## config.mk

```make
export PLATFORM = sky130hd
export DESIGN_NAME = id_ex_stage
export DESIGN_NICKNAME = d
export VERILOG_FILES = /design/src/rtl/riscv_pkg.sv /design/src/rtl/id_ex_stage_hazard.sv /design/src/rtl/id_ex_stage.sv
export SDC_FILE = /design/constraint.sdc
export NUM_CORES = 1
export LEC_CHECK = 0
export BUFFER_PORTS_ARGS = -buffer_cell sky130_fd_sc_hd__buf_2
export CORE_AREA = 2 2 142 144
export CTS_BUF_LIST = sky130_fd_sc_hd__clkbuf_4
export CTS_CLUSTER_DIAMETER = 200
export DETAILED_ROUTE_END_ITERATION = 6
export DIE_AREA = 0 0 144 146
export SLEW_MARGIN = 20
export SYNTH_ARGS = -nofsm -noshare
export SYNTH_HDL_FRONTEND = slang
export SYNTH_SLANG_ARGS = --single-unit
```

## constraint.sdc

```tcl
create_clock -name clk -period 0.8 [get_ports clk]
set_input_delay 0.12 -clock clk [delete_from_list [all_inputs] [get_ports clk]]
set_output_delay 0.12 -clock clk [all_outputs]
set_load 0.005 [all_outputs]
```

## src/rtl/riscv_pkg.sv

```systemverilog
// Shared RV32I definitions: opcode constants, control-bundle bit map and
// helpers that say which source registers an opcode actually reads.
package riscv_pkg;

    localparam int CTRL_W = 10;

    localparam logic [6:0] OP_LOAD   = 7'b0000011;
    localparam logic [6:0] OP_IMM    = 7'b0010011;
    localparam logic [6:0] OP_STORE  = 7'b0100011;
    localparam logic [6:0] OP_BRANCH = 7'b1100011;
    localparam logic [6:0] OP_JAL    = 7'b1101111;
    localparam logic [6:0] OP_RTYPE  = 7'b0110011;

    // Control bundle bit positions; ALU_OP occupies two bits starting at ALU_OP.
    localparam int REG_WRITE  = 0;
    localparam int MEM_READ   = 1;
    localparam int MEM_WRITE  = 2;
    localparam int MEM_TO_REG = 3;
    localparam int ALU_SRC    = 4;
    localparam int BRANCH     = 5;
    localparam int JUMP       = 6;
    localparam int ALU_OP     = 7;
    localparam int ALU_OP_W   = 2;
    localparam int SPARE      = 9;

    function automatic logic usesRs1(input logic [6:0] opcode);
        case (opcode)
            OP_LOAD, OP_IMM, OP_STORE, OP_BRANCH, OP_RTYPE: usesRs1 = 1'b1;
            default:                                        usesRs1 = 1'b0;
        endcase
    endfunction

    function automatic logic usesRs2(input logic [6:0] opcode);
        case (opcode)
            OP_STORE, OP_BRANCH, OP_RTYPE: usesRs2 = 1'b1;
            default:                       usesRs2 = 1'b0;
        endcase
    endfunction

endpackage

```

## src/rtl/id_ex_stage_hazard.sv

```systemverilog
// Combinational load-use detector: a load in EX whose rd is actually read by
// the valid instruction in ID. Writes to x0 never create a dependency.
module hazard_detect (
    input  logic        ex_valid,
    input  logic        ex_mem_read,
    input  logic [4:0]  ex_rd,
    input  logic        id_valid,
    input  logic [31:0] id_instr,
    output logic        hazard
);
    import riscv_pkg::*;

    logic [6:0] opcode;
    logic [4:0] rs1;
    logic [4:0] rs2;
    logic       rs1Match;
    logic       rs2Match;
    logic       unusedInstrBits;

    assign opcode = id_instr[6:0];
    assign rs1    = id_instr[19:15];
    assign rs2    = id_instr[24:20];
    assign unusedInstrBits = ^{id_instr[31:25], id_instr[14:7]};

    assign rs1Match = usesRs1(opcode) && (rs1 == ex_rd);
    assign rs2Match = usesRs2(opcode) && (rs2 == ex_rd);

    assign hazard = ex_valid && ex_mem_read && (ex_rd != 5'd0) &&
                    id_valid && (rs1Match || rs2Match);

endmodule

```

## src/rtl/id_ex_stage.sv

```systemverilog
// ID/EX pipeline register with flush and load-use bubble insertion.
// Hazard detection and the bubble counter exist only with LOAD_USE_DETECT_EN.
module id_ex_stage #(
    parameter int XLEN   = 32,
    parameter int CTRL_W = 10
) (
    input  logic              clk,
    input  logic              rst,
    input  logic              id_valid,
    input  logic [31:0]       id_instr,
    input  logic [XLEN-1:0]   id_pc,
    input  logic [XLEN-1:0]   id_imm,
    input  logic [XLEN-1:0]   id_rs1_data,
    input  logic [XLEN-1:0]   id_rs2_data,
    input  logic [CTRL_W-1:0] id_ctrl,
    input  logic              ex_flush,
    output logic              hazard_stall,
    output logic              ex_valid,
    output logic [XLEN-1:0]   ex_pc,
    output logic [XLEN-1:0]   ex_imm,
    output logic [XLEN-1:0]   ex_rs1_data,
    output logic [XLEN-1:0]   ex_rs2_data,
    output logic [4:0]        ex_rd,
    output logic [4:0]        ex_rs1,
    output logic [4:0]        ex_rs2,
    output logic [CTRL_W-1:0] ex_ctrl,
    output logic [31:0]       stall_count
);
    import riscv_pkg::*;

    logic              exValid_q,   exValid_d;
    logic [XLEN-1:0]   exPc_q,      exPc_d;
    logic [XLEN-1:0]   exImm_q,     exImm_d;
    logic [XLEN-1:0]   exRs1Data_q, exRs1Data_d;
    logic [XLEN-1:0]   exRs2Data_q, exRs2Data_d;
    logic [4:0]        exRd_q,      exRd_d;
    logic [4:0]        exRs1_q,     exRs1_d;
    logic [4:0]        exRs2_q,     exRs2_d;
    logic [CTRL_W-1:0] exCtrl_q,    exCtrl_d;
    logic              loadUseHazard;
    logic              unusedInstrBits;

    assign unusedInstrBits = ^{id_instr[31:25], id_instr[14:12], id_instr[6:0]};

`ifdef LOAD_USE_DETECT_EN
    logic [31:0] stallCount_q, stallCount_d;

    hazard_detect u_hazard (
        .ex_valid    (exValid_q),
        .ex_mem_read (exCtrl_q[MEM_READ]),
        .ex_rd       (exRd_q),
        .id_valid    (id_valid),
        .id_instr    (id_instr),
        .hazard      (loadUseHazard)
    );

    // A flush outranks the hazard, so a wrong-path stall is never counted.
    always_comb begin
        stallCount_d = stallCount_q;
        if (!ex_flush && loadUseHazard && (stallCount_q != 32'hFFFF_FFFF)) begin
            stallCount_d = stallCount_q + 32'd1;
        end
    end

    always_ff @(posedge clk) begin
        if (rst) begin
            stallCount_q <= '0;
        end else begin
            stallCount_q <= stallCount_d;
        end
    end

    assign stall_count = stallCount_q;
`else
    assign loadUseHazard = 1'b0;
    assign stall_count   = '0;
`endif

    assign hazard_stall = !rst && !ex_flush && loadUseHazard;

    always_comb begin
        exValid_d   = 1'b0;
        exPc_d      = '0;
        exImm_d     = '0;
        exRs1Data_d = '0;
        exRs2Data_d = '0;
        exRd_d      = '0;
        exRs1_d     = '0;
        exRs2_d     = '0;
        exCtrl_d    = '0;
        if (!ex_flush && !loadUseHazard) begin
            exValid_d   = id_valid;
            exPc_d      = id_pc;
            exImm_d     = id_imm;
            exRs1Data_d = id_rs1_data;
            exRs2Data_d = id_rs2_data;
            exRd_d      = id_instr[11:7];
            exRs1_d     = id_instr[19:15];
            exRs2_d     = id_instr[24:20];
            exCtrl_d    = id_valid ? id_ctrl : '0;
        end
    end

    always_ff @(posedge clk) begin
        if (rst) begin
            exValid_q   <= 1'b0;
            exPc_q      <= '0;
            exImm_q     <= '0;
            exRs1Data_q <= '0;
            exRs2Data_q <= '0;
            exRd_q      <= '0;
            exRs1_q     <= '0;
            exRs2_q     <= '0;
            exCtrl_q    <= '0;
        end else begin
            exValid_q   <= exValid_d;
            exPc_q      <= exPc_d;
            exImm_q     <= exImm_d;
            exRs1Data_q <= exRs1Data_d;
            exRs2Data_q <= exRs2Data_d;
            exRd_q      <= exRd_d;
            exRs1_q     <= exRs1_d;
            exRs2_q     <= exRs2_d;
            exCtrl_q    <= exCtrl_d;
        end
    end

    assign ex_valid    = exValid_q;
    assign ex_pc       = exPc_q;
    assign ex_imm      = exImm_q;
    assign ex_rs1_data = exRs1Data_q;
    assign ex_rs2_data = exRs2Data_q;
    assign ex_rd       = exRd_q;
    assign ex_rs1      = exRs1_q;
    assign ex_rs2      = exRs2_q;
    assign ex_ctrl     = exCtrl_q;

endmodule
```

Yosys cells after proc, flatten, opt, wreduce, memory -nomap -nowiden
Index checks and enable logic that the tools add are counted.
{"block": "totals", "ff_bits": 154, "inputBits": 174, "word_cells": 12}
{"block": "op_classes", "bitwise_logic": 1, "n_reduce_logical": 2}
{"cell": "$reduce_or A3 Y1", "n": 1}
{"cell": "$reduce_or A2 Y1", "n": 1}
{"cell": "$not A1 Y1", "n": 1}

Depth between registers and ports, before layout
Gate-level depths: netlist (run 1).
{"block": "logic_depth", "depth_word": 2, "ltp_mapped": 4, "mapped_depth_nobuf": 1}

Worst setup path before layout (run 1)
Ideal clock, no wire load.
{"block": "synth_path", "path_type": "in2reg", "start": "input port ex_flush", "end": "register exImm_q[0], in the netlist ex_imm[0]", "setup_time_ns": 0.072, "t_arrival_ns": 0.652, "required_time_ns": 0.728, "path_slack_ns": 0.075, "cell_stages": 4, "path_buffers": 3, "path_cell_list": "buf_6 buf_6 buf_6 nor3b_2"}
{"block": "synth_via", "elab_chain_cells": 1}
{"item": "start, declared", "line": "id_ex_stage.sv:16", "rtl": "input logic ex_flush,"}
{"item": "$reduce_or A2 Y1 (no source line)"}
{"item": "end signal, assigned", "line": "id_ex_stage.sv:118", "rtl": "exImm_q <= exImm_d;"}
{"item": "end, declared", "line": "id_ex_stage.sv:33", "rtl": "logic [XLEN-1:0] exImm_q, exImm_d;"}
No other way between the ends.
A chain may end at the register's enable or synchronous reset.

Worst setup path after layout (run 1)
{"block": "layout_path", "start": "register exImm_q[12], in the netlist ex_imm[12]", "end": "output port ex_imm[12]"}
{"item": "end, declared", "line": "id_ex_stage.sv:20", "rtl": "output logic [XLEN-1:0] ex_imm,"}
No word-level cell between the ends.

==> impl_metrics.toml, run 1 <==
[floorplan]
core-area_um2 = 19300
fp.dieArea_um2 = 21000
start_util = 0.265
die_w_um = 144
num_rows = 51
fp.dieH_um = 146
io_pins = 361

[sta]
report.final.hold_viol_count = 21
slew_violations = 0
period_minus_slack_ns = 1.13
setup_violations = 292
hold_ws_ns = -0.0278
finalWorstSetupSlack_ns = -0.325
tns_ns = -68.27
fmax_ghz = 0.889
post-route-period-util = 1.41
grt_setup_unrepaired = "yes"

[cts]
post_cts_buffers = 0
cts-htree-levels = 4
cts_tree = "built"
clock_path_buffers = 2
clockRootBuffer = "clkbuf_4"
cts_inserted_buffers = 17
cts.sinks = 154
clk_pin_slew_ns = 0.15

[setup_path]
cp_slowest_cell = "dfxtp_1"
critPathTopFamily = "flip-flops"
startpoint_type = "register"
critPathCaptureType = "primary output"
crit_path_cell_trace = "buf_2"
worstPathArrival_ns = 1.01
cp_max_fo = 1
path_buf_inv = 1
path_class = "register to primary output"
max_stage_delay_ns = 0.35
worstPathRequired_ns = 0.68

[drt]
drc_errors = 0
drt_first_iter_violations = 155
wire_per_inst_um = 14.6
wl_um = 16800
firstDrtPassIters = 4
vias_per_cell = 3.97
ant_nets = 0
via_count = 4564

[flow_run]
max-cap-violations = 0

[synth]
syn-cell-area_um2 = 5130
synth-seq-area-share = 0.601
synthSimpleGateAreaFrac = 0.295
synth-xor-area-share = 0
yosys.cell_types.count = 11
ys_ff_latch = 154
netlist_instances = 377
synth_top_family_by_area = "simple AND/OR/NAND/NOR gates"
syn_area_per_cell_um2 = 13.6
synth_compound_area_frac = 0
muxShareOfSynthArea = 0
synth_fa_ha_area_frac = 0
yosys_warnings = 0

[placement]
dp_hpwl_um = 10400
gp_congestion = 0.744
port_buffers = 310

[min_path]
hold_path_depth = 3
min-delay-path-class = "input port to register"
hp-start = "rst"
holdPathEnd = "ex_pc[8]"

[power_and_ir_drop]
p_leak_nw = 4.23
power_frac_comb = 0.158
powerDensity_nw_per_um2 = 1620
p_seq_frac = 0.535
p_sw_frac = 0.266
p_int_mw = 11.1
vdd_drop_max_uv = 705
power.switching_mw = 4.02
clkPwrFrac = 0.307
total_power_mw = 15.1

[finish]
synthToLayoutAreaGrowth_pct = 82.1
nets = 1046
drive_gt1_frac = 0.592
fill_cells = 1679

[grt]
grt_start_max_net_pins = 31
antenna_found_initial = 2
grt_pass1_vias = 4885
grt_pass1_wl_um = 24200
grt_remaining_overflow = 0
grt_util_all_layers = 0.149

[status]
failed_checks = "hold timing, setup timing"
status = "finished with violations"
==> through the flow <==
stage                     worst slack [ns]  std cells  cell area, um2  hold WS [ns]  utilization
after floorplan                     0.0752        409            5250         0.277            -
final                               -0.325       1150            9340       -0.0278        0.483
after CTS                           -0.416       1148            8920        -0.102        0.461
after global placement              -0.114        961            7030         0.355        0.363
after global routing                -0.427       1150            9340        -0.104        0.483
after detailed placement            -0.121        961            7030         0.360        0.363
==> placed cells by master, fill, tap and decap left out, drive strengths merged <==
cell type    instances
buf                355
dlygate4sd3        157
dfxtp              154
nor3b              144
conb                33
clkbuf              17
clkinvlp             7
inv                  6
nor4bb               6
and4bb               4
diode                1
bufinv               1
==> cells in the mapped netlist <==
library cell,count,area share
nor4bb_1,3,0.0059
nor3b_2,60,0.15
buf_4,34,0.050
nor3b_1,84,0.12
dfxtp_1,154,0.60
buf_2,16,0.016
conb_1,1,0.00073
nor4bb_2,3,0.0095
and4bb_2,4,0.0098
buf_6,17,0.037
clkbuf_1,1,0.00073
==> how the worst max path moves through the flow <==
| stage | end | depth (start not counted) | start |
|---|---|---|---|
| 2_1_floorplan | ex_imm[0] | 4 | ex_flush |
| 3_3_place_gp | ex_rs2_data[27] | 4 | ex_flush |
| 3_5_place_dp | ex_rs2_data[27] | 4 | ex_flush |
| 4_1_cts | ex_rs2_data[22] | 1 | ex_rs2_data[22] |
| 5_1_grt | ex_imm[12] | 1 | ex_imm[12] |
| 6_report | ex_imm[12] | 1 | ex_imm[12] |
==> power by group through the flow <==
stage	Sequential (mW)	Combinational, mW	Clock [mW]
3_5_place_dp	8.21	1.61	0
2_1_floorplan	8.26	0.803	0
6_report	8.10	2.39	4.66
5_1_grt	8.13	2.58	5.22
4_1_cts	8.05	2.23	4.92
3_3_place_gp	8.21	1.60	0
==> routing by layer <==
layer | global-route usage | part of all wire
met5 | 0 | 0.00042
met4 | 0.0608 | 0.019
met3 | 0.0517 | 0.092
met2 | 0.276 | 0.51
met1 | 0.150 | 0.38
==> cell families (layout without fill, tap and decap cells) <==
| logic type | count (synthesis) | in the layout |
|---|---|---|
| buffers and inverters | 68 | 543 |
| flip-flops | 154 | 154 |
| other | 1 | 34 |
| AND/OR/NAND/NOR | 154 | 154 |
==> flip-flops by register name, indices dropped and copies added, names as in the netlist <==
name / count
ex_rs2: 5
ex_valid: 1
ex_rs2_data: 32
ex_rs1_data: 32
ex_rd: 5
ex_rs1: 5
ex_ctrl: 10
ex_pc: 32
ex_imm: 32
==> cell type report <==
| cell class | count | area [um2] | area share |
|---|---|---|---|
| multi-input combinational | 187 | 1660 | 0.178 |
| clock inverter | 14 | 140 | 0.0150 |
| tap | 265 | 332 | 0.0355 |
| sequential | 154 | 3160 | 0.339 |
| antenna | 1 | 2.50 | 0.000268 |
| clock buffer | 17 | 128 | 0.0137 |
| timing repair buffer | 512 | 3910 | 0.419 |
==> timing repair <==
action,4_1_cts,5_1_grt
hold buffers,156,3
hold endpoints to repair,154,51
endpoints found under the setup margin,154,301
gates resized for setup,19,110
pin swaps,0,0
No activity file was read; power rests on OpenSTA's default activity.
==> run 2, diff against run 1 <==
Settings changed: HOLD_SLACK_MARGIN from default to 0.1, SYNTH_HIERARCHICAL from default to 1.
==> run 2 against run 1 <==
Against the previous run:
- the run still ends with hold timing, setup timing left
- sequential cell count did not move
- first-iteration DRC count fell by 4.5%
- routed wire length rose by 0.80%
- critical path depth rose by 4
- total power increased by 0.10%
- synthesized area unchanged
- global-route usage barely moved
- synthesized cell count unchanged
- via count up 0.35%
- combinational power hardly changed
- critical endpoint is now ex_rs2_data[15]
==> impl_metrics.toml, run 2 <==
[status]
status = "finished with violations"
failed_checks = "hold timing, setup timing"

[synth]
ys_dominant_reg_cell = "dfxtp_1"
netlist_instances = 377
async_flop_share = 0
yosys.area.top_type = "dfxtp_1"
synth_edf_count = 0
synthTopCellsByCount = "154 x dfxtp_1, 84 x nor3b_1, 60 x nor3b_2"
syn-cell-area_um2 = 5130
yosys_warnings = 6
synth-seq-area-share = 0.601
syn_area_per_cell_um2 = 13.6
synth_most_common_cell = "dfxtp_1"
ys_ff_latch = 154
yosys.cell_types.count = 11
synth_area_leaders = "dfxtp_1 60%, nor3b_2 15%, nor3b_1 12%, buf_4 5.0%, buf_6 3.7%"
synth_top_area_share = 0.601

[setup_path]
cp_slowest_cell = "dlygate4sd3_1"
setup.worst_path.start = "ex_flush"
crit_path_cell_trace = "buf_6 -> dlygate4sd3_1 -> buf_12 -> buf_4 -> nor3b_1"
worstPathArrival_ns = 1.57
worstPathRequired_ns = 1.24
cp_max_fo = 30
crit_path_end = "ex_rs2_data[15]"
max_stage_delay_ns = 0.68
path_class = "input port to register"
startpoint_type = "input port"
critPathCaptureType = "register"

[power_and_ir_drop]
p_seq_frac = 0.534
vdd_drop_max_uv = 705
power.switching_mw = 4.03
p_sw_frac = 0.266
clkPwrFrac = 0.308
p_int_mw = 11.1
p_leak_nw = 4.24
power_frac_comb = 0.158
powerDensity_nw_per_um2 = 1620

[cts]
clock_path_buffers = 2
cts_tree = "built"
clockRootBuffer = "clkbuf_4"
cts.sinks = 154
cts_inserted_buffers = 17
post_cts_buffers = 0
cts-htree-levels = 4
clk_pin_slew_ns = 0.14

[placement]
place_area_um2 = 7030
dp_hpwl_um = 10400
gp_congestion = 0.744
port_buffers = 310

[floorplan]
start_util = 0.265
die_w_um = 144
num_rows = 51
io_pins = 361
fp.dieArea_um2 = 21000
fp.dieH_um = 146
core-area_um2 = 19300

[min_path]
min-delay-path-class = "input port to register"
hold_path_depth = 3

[finish]
nets = 1047
layout_common_cells = "251 x buf_2, 158 x dlygate4sd3_1, 89 x dfxtp_1, 78 x nor3b_1, 66 x nor3b_2"
final_util = 0.483
drive_gt1_frac = 0.592
layout_commonest_cell = "buf_2"
synthToLayoutAreaGrowth_pct = 82.3
final_cell_area_um2 = 9350

[drt]
vias_per_cell = 3.98
drc_errors = 0
ant_nets = 0
drt_first_iter_violations = 148
wl_um = 17000
wire_per_inst_um = 14.7
firstDrtPassIters = 4
via_count = 4580

[flow_run]
max-cap-violations = 0

[grt]
grt_util_all_layers = 0.149
grt_pass1_vias = 4891
antenna_found_initial = 2
grt_pass1_wl_um = 24300
grt_start_max_net_pins = 31
grt_remaining_overflow = 0

[sta]
setup_violations = 308
grt_setup_unrepaired = "yes"
tns_ns = -72.16
report.final.hold_viol_count = 24
period_minus_slack_ns = 1.13
fmax_ghz = 0.887
hold_ws_ns = -0.0329
slew_violations = 0
post-route-period-util = 1.41
finalWorstSetupSlack_ns = -0.328
## run 2: worst min path at each step
stage | from | end | slack, ns
3_3_place_gp | id_rs1_data[29] | ex_rs1_data[29] | 0.36
6_report | rst | ex_rs1_data[10] | -0.03
2_1_floorplan | id_imm[0] | ex_imm[0] | 0.28
3_5_place_dp | id_imm[9] | ex_imm[9] | 0.36
5_1_grt | rst | ex_pc[8] | -0.10
4_1_cts | rst | ex_pc[9] | -0.10
## run 2: logic make-up after synthesis
family | share of synthesized area
flip-flops | 0.601
AND/OR/NAND/NOR | 0.295
buffers and inverters | 0.103
other | 0.000731
## run 2: per-layer routing
layer / global-route usage / share of wire / wire length, um / vias to the layer above
li1: - / - / - / 2203
met1: 0.149 / 0.37 / 6300 / 2134
met2: 0.279 / 0.52 / 8870 / 226
met3: 0.0517 / 0.091 / 1540 / 15
met4: 0.0559 / 0.015 / 253 / 2
met5: 0 / 0.00041 / 7 / -
## run 2: critical path, delay by kind of cell
family,cells,cell delay [ns]
buffers and inverters,4,1.18
and+or+nand+nor,1,0.25
## run 2: cell type report
class                           instances  area, um2
Fill cell                            1679       9990
Antenna cell                            1       2.50
Tap cell                              265        332
Sequential cell                       154       3160
Clock buffer                           17        128
Multi-Input combinational cell        187       1660
Timing Repair Buffer                  513       3920
Clock inverter                         14        140
## run 2: power by group through the flow
stage / Sequential (mW) / Clock (mW) / Combinational [mW]
global placement: 8.21 / 0 / 1.60
finish: 8.10 / 4.66 / 2.40
global route: 8.13 / 5.21 / 2.59
CTS: 8.05 / 4.92 / 2.24
floorplan: 8.26 / 0 / 0.803
detailed placement: 8.21 / 0 / 1.61
## run 2: per-stage QoR
step | power (mW) | cells | setup WS [ns]
floorplan | 9.06 | 409 | 0.0752
global placement | 9.81 | 961 | -0.114
detailed placement | 9.81 | 961 | -0.121
CTS | 15.2 | 1151 | -0.416
global route | 15.9 | 1151 | -0.427
finish | 15.2 | 1151 | -0.328
## run 2: what timing repair did
action / 4_1_cts / 5_1_grt
endpoints found under the hold margin: 154 / 137
resized for setup: 19 / 110
hold buffers: 159 / 4
pin swaps: 0 / 1
endpoints found under the setup margin: 154 / 301
